### src/rtl/id_control_stage_pkg.sv
// Shared types and constants for the ID-stage control path: ALU op codes,
// instruction-class field values and the packed control bundle.
package id_control_stage_pkg;

   localparam int DATA_W = 32;

   // ALU operation encodings driven on alu_operation
   localparam logic [1:0] ALU_ADD = 2'b00;
   localparam logic [1:0] ALU_SUB = 2'b01;
   localparam logic [1:0] ALU_AND = 2'b10;
   localparam logic [1:0] ALU_ORR = 2'b11;

   // Instruction-class values of instr[27:26] / instr[27:25]
   localparam logic [1:0] CLASS_DATA_PROC = 2'b00;
   localparam logic [1:0] CLASS_LOAD_STORE = 2'b01;
   localparam logic [2:0] CLASS_BRANCH = 3'b101;

   // Data-processing opcodes (instr[24:21]) that need a specific ALU op
   localparam logic [3:0] OP_AND = 4'b0000;
   localparam logic [3:0] OP_SUB = 4'b0010;
   localparam logic [3:0] OP_RSB = 4'b0011;
   localparam logic [3:0] OP_ADD = 4'b0100;
   localparam logic [3:0] OP_CMP = 4'b1010;
   localparam logic [3:0] OP_CMN = 4'b1011;
   localparam logic [3:0] OP_ORR = 4'b1100;

   // Control bundle: 9 bits, MSB first as listed
   typedef struct packed {
      logic       reg_write;
      logic       mem_write;
      logic       mem_to_reg;
      logic       alu_src;
      logic [1:0] status;     // [0] = S, [1] = L (link)
      logic [1:0] alu_op;
      logic       pc_src;
   } ctrl_t;

   // Map a data-processing opcode onto the reduced ALU op set
   function automatic logic [1:0] dp_alu_op(input logic [3:0] opcode);
      logic [1:0] op;
      case (opcode)
         OP_AND:                 op = ALU_AND;
         OP_SUB, OP_RSB, OP_CMP: op = ALU_SUB;
         OP_ADD, OP_CMN:         op = ALU_ADD;
         OP_ORR:                 op = ALU_ORR;
         default:                op = ALU_ADD;
      endcase
      return op;
   endfunction

endpackage

### src/rtl/id_control_decoder.sv
// Pure combinational ARM control decoder. The condition field is ignored;
// condition evaluation happens downstream.
module id_control_decoder
   import id_control_stage_pkg::*;
#(
   parameter int DATA_W = 32
) (
   input  logic [DATA_W-1:0] instruction,
   output ctrl_t             ctrl
);

   logic [3:0] opcode_s;
   assign opcode_s = instruction[24:21];

   // Decode instruction class and fields into the control bundle
   always_comb begin
      ctrl = '0;
      if (instruction == {DATA_W{1'b0}}) begin
         ctrl = '0;
      end else if (instruction[27:26] == CLASS_DATA_PROC) begin
         ctrl.alu_src   = instruction[25];
         ctrl.status[0] = instruction[20];
         ctrl.alu_op    = dp_alu_op(opcode_s);
         // TST/TEQ/CMP/CMN only set flags, no register result
         ctrl.reg_write = (opcode_s[3:2] != 2'b10);
      end else if (instruction[27:26] == CLASS_LOAD_STORE) begin
         // I = 0 means immediate offset; U selects add vs subtract offset
         ctrl.alu_src    = ~instruction[25];
         ctrl.alu_op     = instruction[23] ? ALU_ADD : ALU_SUB;
         ctrl.reg_write  = instruction[20];
         ctrl.mem_to_reg = instruction[20];
         ctrl.mem_write  = ~instruction[20];
      end else if (instruction[27:25] == CLASS_BRANCH) begin
         ctrl.pc_src    = 1'b1;
         ctrl.status[1] = instruction[24];
         ctrl.reg_write = instruction[24];
      end else begin
         // Block transfer, coprocessor, SWI: no control activity
         ctrl = '0;
      end
   end

endmodule

### src/rtl/id_control_stage.sv
// Decode-stage control block: PC+4 adder, control decoder, bubble mux and
// the register feeding the ID/EX control fields.
module id_control_stage
   import id_control_stage_pkg::*;
#(
   parameter int DATA_W = 32
) (
   input  logic              clk,
   input  logic              reset,
   input  logic              enable,
   input  logic              bubble,
   input  logic [DATA_W-1:0] pc_current,
   output logic [DATA_W-1:0] pc_plus_4,
   input  logic [DATA_W-1:0] instruction,
   output logic              reg_write_enable,
   output logic              mem_write_enable,
   output logic              mem_to_reg_select,
   output logic              alu_source_select,
   output logic [1:0]        status_bits,
   output logic [1:0]        alu_operation,
   output logic              pc_source_select
);

   ctrl_t decoded_s;
   ctrl_t muxed_s;
   ctrl_t ctrl_r;

   // Carry out is discarded, so the PC wraps modulo 2^DATA_W
   assign pc_plus_4 = pc_current + DATA_W'(4);

   id_control_decoder #(
      .DATA_W (DATA_W)
   ) u_decoder (
      .instruction (instruction),
      .ctrl        (decoded_s)
   );

   // Bubble mux: replace the decoded bundle with a NOP when stalling
   always_comb begin
      muxed_s = '0;
      if (bubble) begin
         muxed_s = '0;
      end else begin
         muxed_s = decoded_s;
      end
   end

   // Control register: reset clears, enable captures, otherwise hold
   always_ff @(posedge clk) begin
      if (reset) begin
         ctrl_r <= '0;
      end else if (enable) begin
         ctrl_r <= muxed_s;
      end else begin
         ctrl_r <= ctrl_r;
      end
   end

   assign reg_write_enable  = ctrl_r.reg_write;
   assign mem_write_enable  = ctrl_r.mem_write;
   assign mem_to_reg_select = ctrl_r.mem_to_reg;
   assign alu_source_select = ctrl_r.alu_src;
   assign status_bits       = ctrl_r.status;
   assign alu_operation     = ctrl_r.alu_op;
   assign pc_source_select  = ctrl_r.pc_src;

endmodule

### config.mk
export PLATFORM = sky130hd
export DESIGN_NAME = id_control_stage
export DESIGN_NICKNAME = d
export VERILOG_FILES = /design/src/rtl/id_control_stage_pkg.sv /design/src/rtl/id_control_decoder.sv /design/src/rtl/id_control_stage.sv
export SDC_FILE = /design/constraint.sdc
export NUM_CORES = 1
export LEC_CHECK = 0
export CAP_MARGIN = 20
export CORE_UTILIZATION = 30
export DETAILED_ROUTE_END_ITERATION = 6
export GPL_TIMING_DRIVEN = 0
export HOLD_SLACK_MARGIN = 0.06
export MAX_ROUTING_LAYER = met4
export PLACE_DENSITY_LB_ADDON = 0.12
export SYNTH_ARGS = -nofsm -noshare
export SYNTH_HDL_FRONTEND = slang
export SYNTH_SLANG_ARGS = --single-unit
### constraint.sdc
create_clock -name clk -period 1.5 [get_ports clk]
set_input_delay 0.15 -clock clk [delete_from_list [all_inputs] [get_ports clk]]
set_output_delay 0.15 -clock clk [all_outputs]
set_load 0.03 [all_outputs]
==> impl_metrics.py, run 1 <==
metrics = {
    "run_status": {
        "outcome": "finished with violations",
        "violations": "setup timing",
    },
    "route": {
        "wirelength_um": 4100,
        "drt_iter0_drc": 53,
        "ant_nets": 0,
        "num_vias": 1582,
        "first_pass_iters": 4,
        "vias_per_cell": 4.93,
        "wire_per_inst_um": 12.8,
        "drc": 0,
    },
    "floorplan": {
        "ioPinCount": 109,
        "coreArea_sq_um": 3420,
        "num_rows": 21,
        "dieArea_sq_um": 3870,
        "initial_core_util_pct": 31.9,
        "die_h_um": 62.2,
        "fp.dieW_um": 62.2,
    },
    "timing": {
        "setup_ws_ps": -44.2,
        "timing_hold_violations_final": 0,
        "hold_ws_ps": 242,
        "setup_violations": 3,
        "max_freq_mhz": 648,
        "max_slew_margin_pct": 74.1,
        "drv_slew": 0,
        "rsz0062_at_grt": "yes",
        "fin_tns_setup_ps": -63.0,
        "worst_slew_pin_slew_ps": 388,
        "worst_clock_skew_ps": 0,
        "period_needed_ps": 1540,
        "period_share_pct": 103,
    },
    "grt": {
        "grt_antenna_before_repair": 0,
        "grt_pass1_vias": 1495,
        "grt_first_pass_wirelength_um": 6550,
        "grt_overflow": 0,
        "grt_use_total_pct": 21.2,
        "grt_max_degree": 11,
    },
    "synth": {
        "synthTopCellsByArea": "xnor2_1 (19%), dfxtp_1 (17%), nand3_1 (9.2%)",
        "synth_common_cells": "xnor2_1 (24), nand3_1 (20), nand2_1 (12)",
        "synth_fp_nets": 215,
        "yosysSeqAreaShare_pct": 16.6,
        "synthCells": 146,
        "yosysMostFrequentCell": "xnor2_1",
        "synth_warnings": 0,
        "synth_edf_count": 0,
        "async_flop_share_pct": 0,
        "synthFlopType": "dfxtp_1",
        "netlist_area_sq_um": 1090,
        "yosysTopAreaCell": "xnor2_1",
        "avgSynthCellArea_sq_um": 7.46,
        "synth_top_area_share_pct": 19.3,
        "synth_cell_types": 33,
        "ys_ff_latch": 9,
    },
    "cts": {
        "cts-buffers-inserted": 3,
        "clkSinkCount": 9,
        "cts_root_buf": "clkbuf_4",
        "cts_tree": "yes",
        "htree_levels": 1,
        "insertion_delay_ps": 260,
        "postCtsHoldBufs": 0,
        "clock_tree.buffer_depth": 2,
        "clk_pin_slew_worst_paths_ps": 60,
    },
    "cells_and_area": {
        "regArea_sq_um": 180,
        "drive_gt1_share_pct": 41.8,
        "diodes": 0,
        "multi_input_area_sq_um": 1200,
        "fill_cells": 236,
        "area_growth_pct": 146,
        "final_util_pct": 78.5,
        "nets": 345,
    },
    "placement": {
        "dp_slack_ps": -1470,
        "place_congestion": 0.815,
        "dpl.hpwl_um": 3000,
        "portBuffers": 104,
    },
    "setup_path": {
        "cp.arrival_ps": 1390,
        "required_ps": 1350,
        "crit_fanout": 3,
        "end_kind": "output port",
        "crit_type": "primary input to output port",
        "reg2regPathDepth": 2,
        "critPathLaunchType": "primary input",
    },
    "min_path": {
        "holdPathStages": 2,
        "hp-class": "primary input to register",
    },
    "flow_run": {
        "cap_violations": 0,
    },
    "power_and_ir_drop": {
        "leakage_nw": 1.11,
        "power_w": 0.00104,
        "pwr_density_cell_nw_per_um2": 387,
        "ir_worst_vdd_mv": 0.561,
    },
}
## layout make-up
cell class,count,area share (%)
inverter,5,0.700
clock buffer,4,0.980
buffer,5,1.31
timing repair buffer,125,43.3
multi-input combinational,127,44.9
tap,46,2.15
sequential,9,6.72
## critical path: stages
cell and delay (ps):
clkdlybuf4s50_1 540, and3_4 220, nand4_1 140, xnor2_2 190, buf_6 150
## stage by stage
stage	cells	instance area [sq um]
after floorplan	146	1310
after global placement	296	2410
after detailed placement	296	2410
after CTS	316	2570
after global routing	321	2680
final	321	2680
## state kept, by name, summed over array words and instances, names as in the netlist
| register | count |
|---|---|
| mem_to_reg_select | 1 |
| status_bits | 2 |
| alu_operation | 2 |
| reg_write_enable | 1 |
| alu_source_select | 1 |
| mem_write_enable | 1 |
| pc_source_select | 1 |
## path summary, 6_finish.rpt
kind | from | to | slack [ps]
max | pc_current[27] | pc_plus_4[31] | -40
min | reset | pc_source_select$_SDFFE_PP0P_ | 240
min reg2reg | alu_operation[0]$_SDFFE_PP0P_ | alu_operation[0]$_SDFFE_PP0P_ | 460
max reg2reg | alu_source_select$_SDFFE_PP0P_ | alu_source_select$_SDFFE_PP0P_ | 830
## placed cells by master, fill, tap and decap left out, types with 4 or more instances in the layout
cell and instances:
nor2_1 9, xnor2_4 6, nand3_4 4, nand2_1 11, nand3_1 11, xnor2_2 12, buf_6 21, buf_4 29
dfxtp_1 9, buf_2 10, xor2_1 4, nor4_1 6, inv_1 4, clkbuf_2 4, nand3_2 5, clkbuf_4 4
xnor2_1 6, clkdlybuf4s50_1 52, nand4_1 9, and3_4 4, a21oi_1 5
## layer usage
layer | part of all wire, % | wire length (um) | vias up | track usage [%]
met5 | 0 | 0 | - | -
met4 | 0.34 | 14 | 0 | 3.78
met3 | 5.4 | 221 | 2 | 3.49
met2 | 54 | 2200 | 56 | 39.0
met1 | 41 | 1660 | 732 | 24.1
li1 | - | - | 792 | -
## power breakdown
group	switching [W]	internal, W
Sequential	0.00000227	0.000243
Combinational	0.000287	0.000318
Clock	0.0000849	0.000103
Total	0.000374	0.000664
## repair_timing
action / in CTS / in global routing
setup endpoints to repair: 30 / 27
pin swaps: 14 / 13
cloned: 2 / 0
setup buffers: 14 / 6
resized for setup: 252 / 41
## logic make-up after synthesis
family	share of synthesized area, %
simple gates	45.1
xor+xnor	24.1
compound gates	7.82
buf+inv	4.37
flops	16.6
mux	0.920
fa+ha+maj	1.15
(Power assumes the default switching activity.)
==> run 2: changes to the inputs <==
--- a/config.mk
+++ b/config.mk
@@ -10,7 +10,6 @@
 export DETAILED_ROUTE_END_ITERATION = 6
 export GPL_TIMING_DRIVEN = 0
 export HOLD_SLACK_MARGIN = 0.06
-export MAX_ROUTING_LAYER = met4
 export PLACE_DENSITY_LB_ADDON = 0.12
 export SYNTH_ARGS = -nofsm -noshare
 export SYNTH_HDL_FRONTEND = slang
==> run 2 against run 1 <==
  * The run still ends with setup timing left
  * Cell area did not move
  * Maximum frequency decreased by 0.11%
  * Global-route usage fell by 0.59 points
  * Largest cell class unchanged
  * Clock skew is the same
  * Register-to-register slack about the same
  * Critical endpoint unchanged
  * Cell count is the same
  * Via count is 0.32% lower
  * Die area did not move
  * Clock power is essentially flat
  * Hold slack hardly changed
  * Total power hardly changed
  * Combinational power hardly changed
==> impl_metrics.py, run 2 (synthesized netlist as in run 1, its figures left out) <==
metrics = {
    "grt": {
        "grt_use_total_pct": 20.6,
        "grt_overflow": 0,
        "grt_pass1_vias": 1496,
        "grt_max_degree": 11,
        "grt_antenna_before_repair": 0,
        "grt_first_pass_wirelength_um": 6550,
    },
    "route": {
        "ant_nets": 0,
        "vias_per_cell": 4.91,
        "drc": 0,
        "wire_per_inst_um": 12.8,
        "first_pass_iters": 4,
        "wirelength_um": 4100,
        "drt_iter0_drc": 49,
        "num_vias": 1577,
    },
    "setup_path": {
        "end_kind": "output port",
        "crit_fanout": 3,
        "crit_chain": "clkdlybuf4s50_1 > and3_4 > nand4_1 > xnor2_2 > buf_6",
        "reg2regPathDepth": 2,
        "slowest_stage": "clkdlybuf4s50_1",
        "cp.arrival_ps": 1400,
        "required_ps": 1350,
        "cpPeakStageDelay_ps": 540,
        "critical_path.startpoint": "pc_current[27]",
        "critPathLaunchType": "primary input",
        "crit_type": "primary input to output port",
        "rr_startpoint": "alu_source_select$_SDFFE_PP0P_",
    },
    "timing": {
        "hold_ws_ps": 241,
        "setup_ws_ps": -46.0,
        "setup_violations": 3,
        "worst_clock_skew_ps": 0,
        "fin_tns_setup_ps": -66.6,
        "period_share_pct": 103,
        "drv_slew": 0,
        "period_needed_ps": 1550,
        "max_slew_margin_pct": 74.1,
        "timing_hold_violations_final": 0,
        "max_freq_mhz": 647,
        "worst_slew_pin_slew_ps": 388,
        "rsz0062_at_grt": "yes",
    },
    "cts": {
        "clkSinkCount": 9,
        "cts-buffers-inserted": 3,
        "htree_levels": 1,
        "postCtsHoldBufs": 0,
        "cts_root_buf": "clkbuf_4",
        "clk_pin_slew_worst_paths_ps": 60,
        "cts_tree": "yes",
        "insertion_delay_ps": 260,
        "clock_tree.buffer_depth": 2,
    },
    "cells_and_area": {
        "final_common_cell": "clkdlybuf4s50_1",
        "final_cell_mix": "clkdlybuf4s50_1 (52), buf_4 (29), buf_6 (21)",
        "fill_cells": 236,
        "area_growth_pct": 146,
        "nets": 345,
        "drive_gt1_share_pct": 41.8,
        "diodes": 0,
        "final_area_sq_um": 2680,
        "final_util_pct": 78.5,
    },
    "floorplan": {
        "fp.dieW_um": 62.2,
        "ioPinCount": 109,
        "initial_core_util_pct": 31.9,
        "coreArea_sq_um": 3420,
        "dieArea_sq_um": 3870,
        "num_rows": 21,
        "die_h_um": 62.2,
    },
    "flow_run": {
        "cap_violations": 0,
    },
    "placement": {
        "portBuffers": 104,
        "dpl.hpwl_um": 3000,
        "place_congestion": 0.803,
        "place_area_sq_um": 2410,
    },
    "power_and_ir_drop": {
        "leakage_nw": 1.11,
        "ir_worst_vdd_mv": 0.561,
        "power_w": 0.00104,
        "pwr_density_cell_nw_per_um2": 387,
    },
    "min_path": {
        "hp-class": "primary input to register",
        "holdPathStages": 2,
        "hold_start": "reset",
    },
    "run_status": {
        "violations": "setup timing",
        "outcome": "finished with violations",
    },
}
## run 2: report_power, final
group / internal, W / switching [W]
Sequential: 0.000243 / 0.00000226
Clock: 0.000103 / 0.0000851
Combinational: 0.000318 / 0.000287
## run 2: worst paths after layout
| kind | slack, ps | end |
|---|---|---|
| worst max register to register | 830 | alu_source_select$_SDFFE_PP0P_ |
| worst min-delay path | 240 | pc_source_select$_SDFFE_PP0P_ |
| worst max-delay path | -50 | pc_plus_4[31] |
| worst min register to register | 460 | alu_operation[0]$_SDFFE_PP0P_ |
## run 2: area by class of cell
class	instances	area, sq um	share of cell area (%)
Multi-Input combinational cell	127	1200	44.9
Timing Repair Buffer	125	1160	43.3
Sequential cell	9	180	6.72
Tap cell	46	57.6	2.15
Buffer	5	35.0	1.31
Clock buffer	4	26.3	0.980
Inverter	5	18.8	0.700
## run 2: what timing repair did
action	in CTS	in global routing
buffers inserted	14	6
endpoints found under the setup margin	30	27
cloned	2	0
pin swaps	14	13
resized for setup	252	41
## run 2: metrics by stage
step                worst slack [ps]  instances
global placement               -1450        296
floorplan                      -83.2        146
detailed placement             -1470        296
CTS                            -60.7        316
finish                         -46.0        321
global route                    -120        321
## run 2: worst max-delay path: cells and delay by family
kind | cells | cell delay (ps)
XOR/XNOR | 1 | 190
buffers and inverters | 2 | 690
AND/OR/NAND/NOR | 2 | 360
## run 2: per-layer routing
layer / track usage (%) / up-vias / part of all wire (%)
met2: 39.0 / 58 / 54
li1: - / 792 / -
met5: 0 / - / 0
met1: 23.9 / 725 / 40
met4: 3.78 / 0 / 0.34
met3: 3.86 / 2 / 5.9
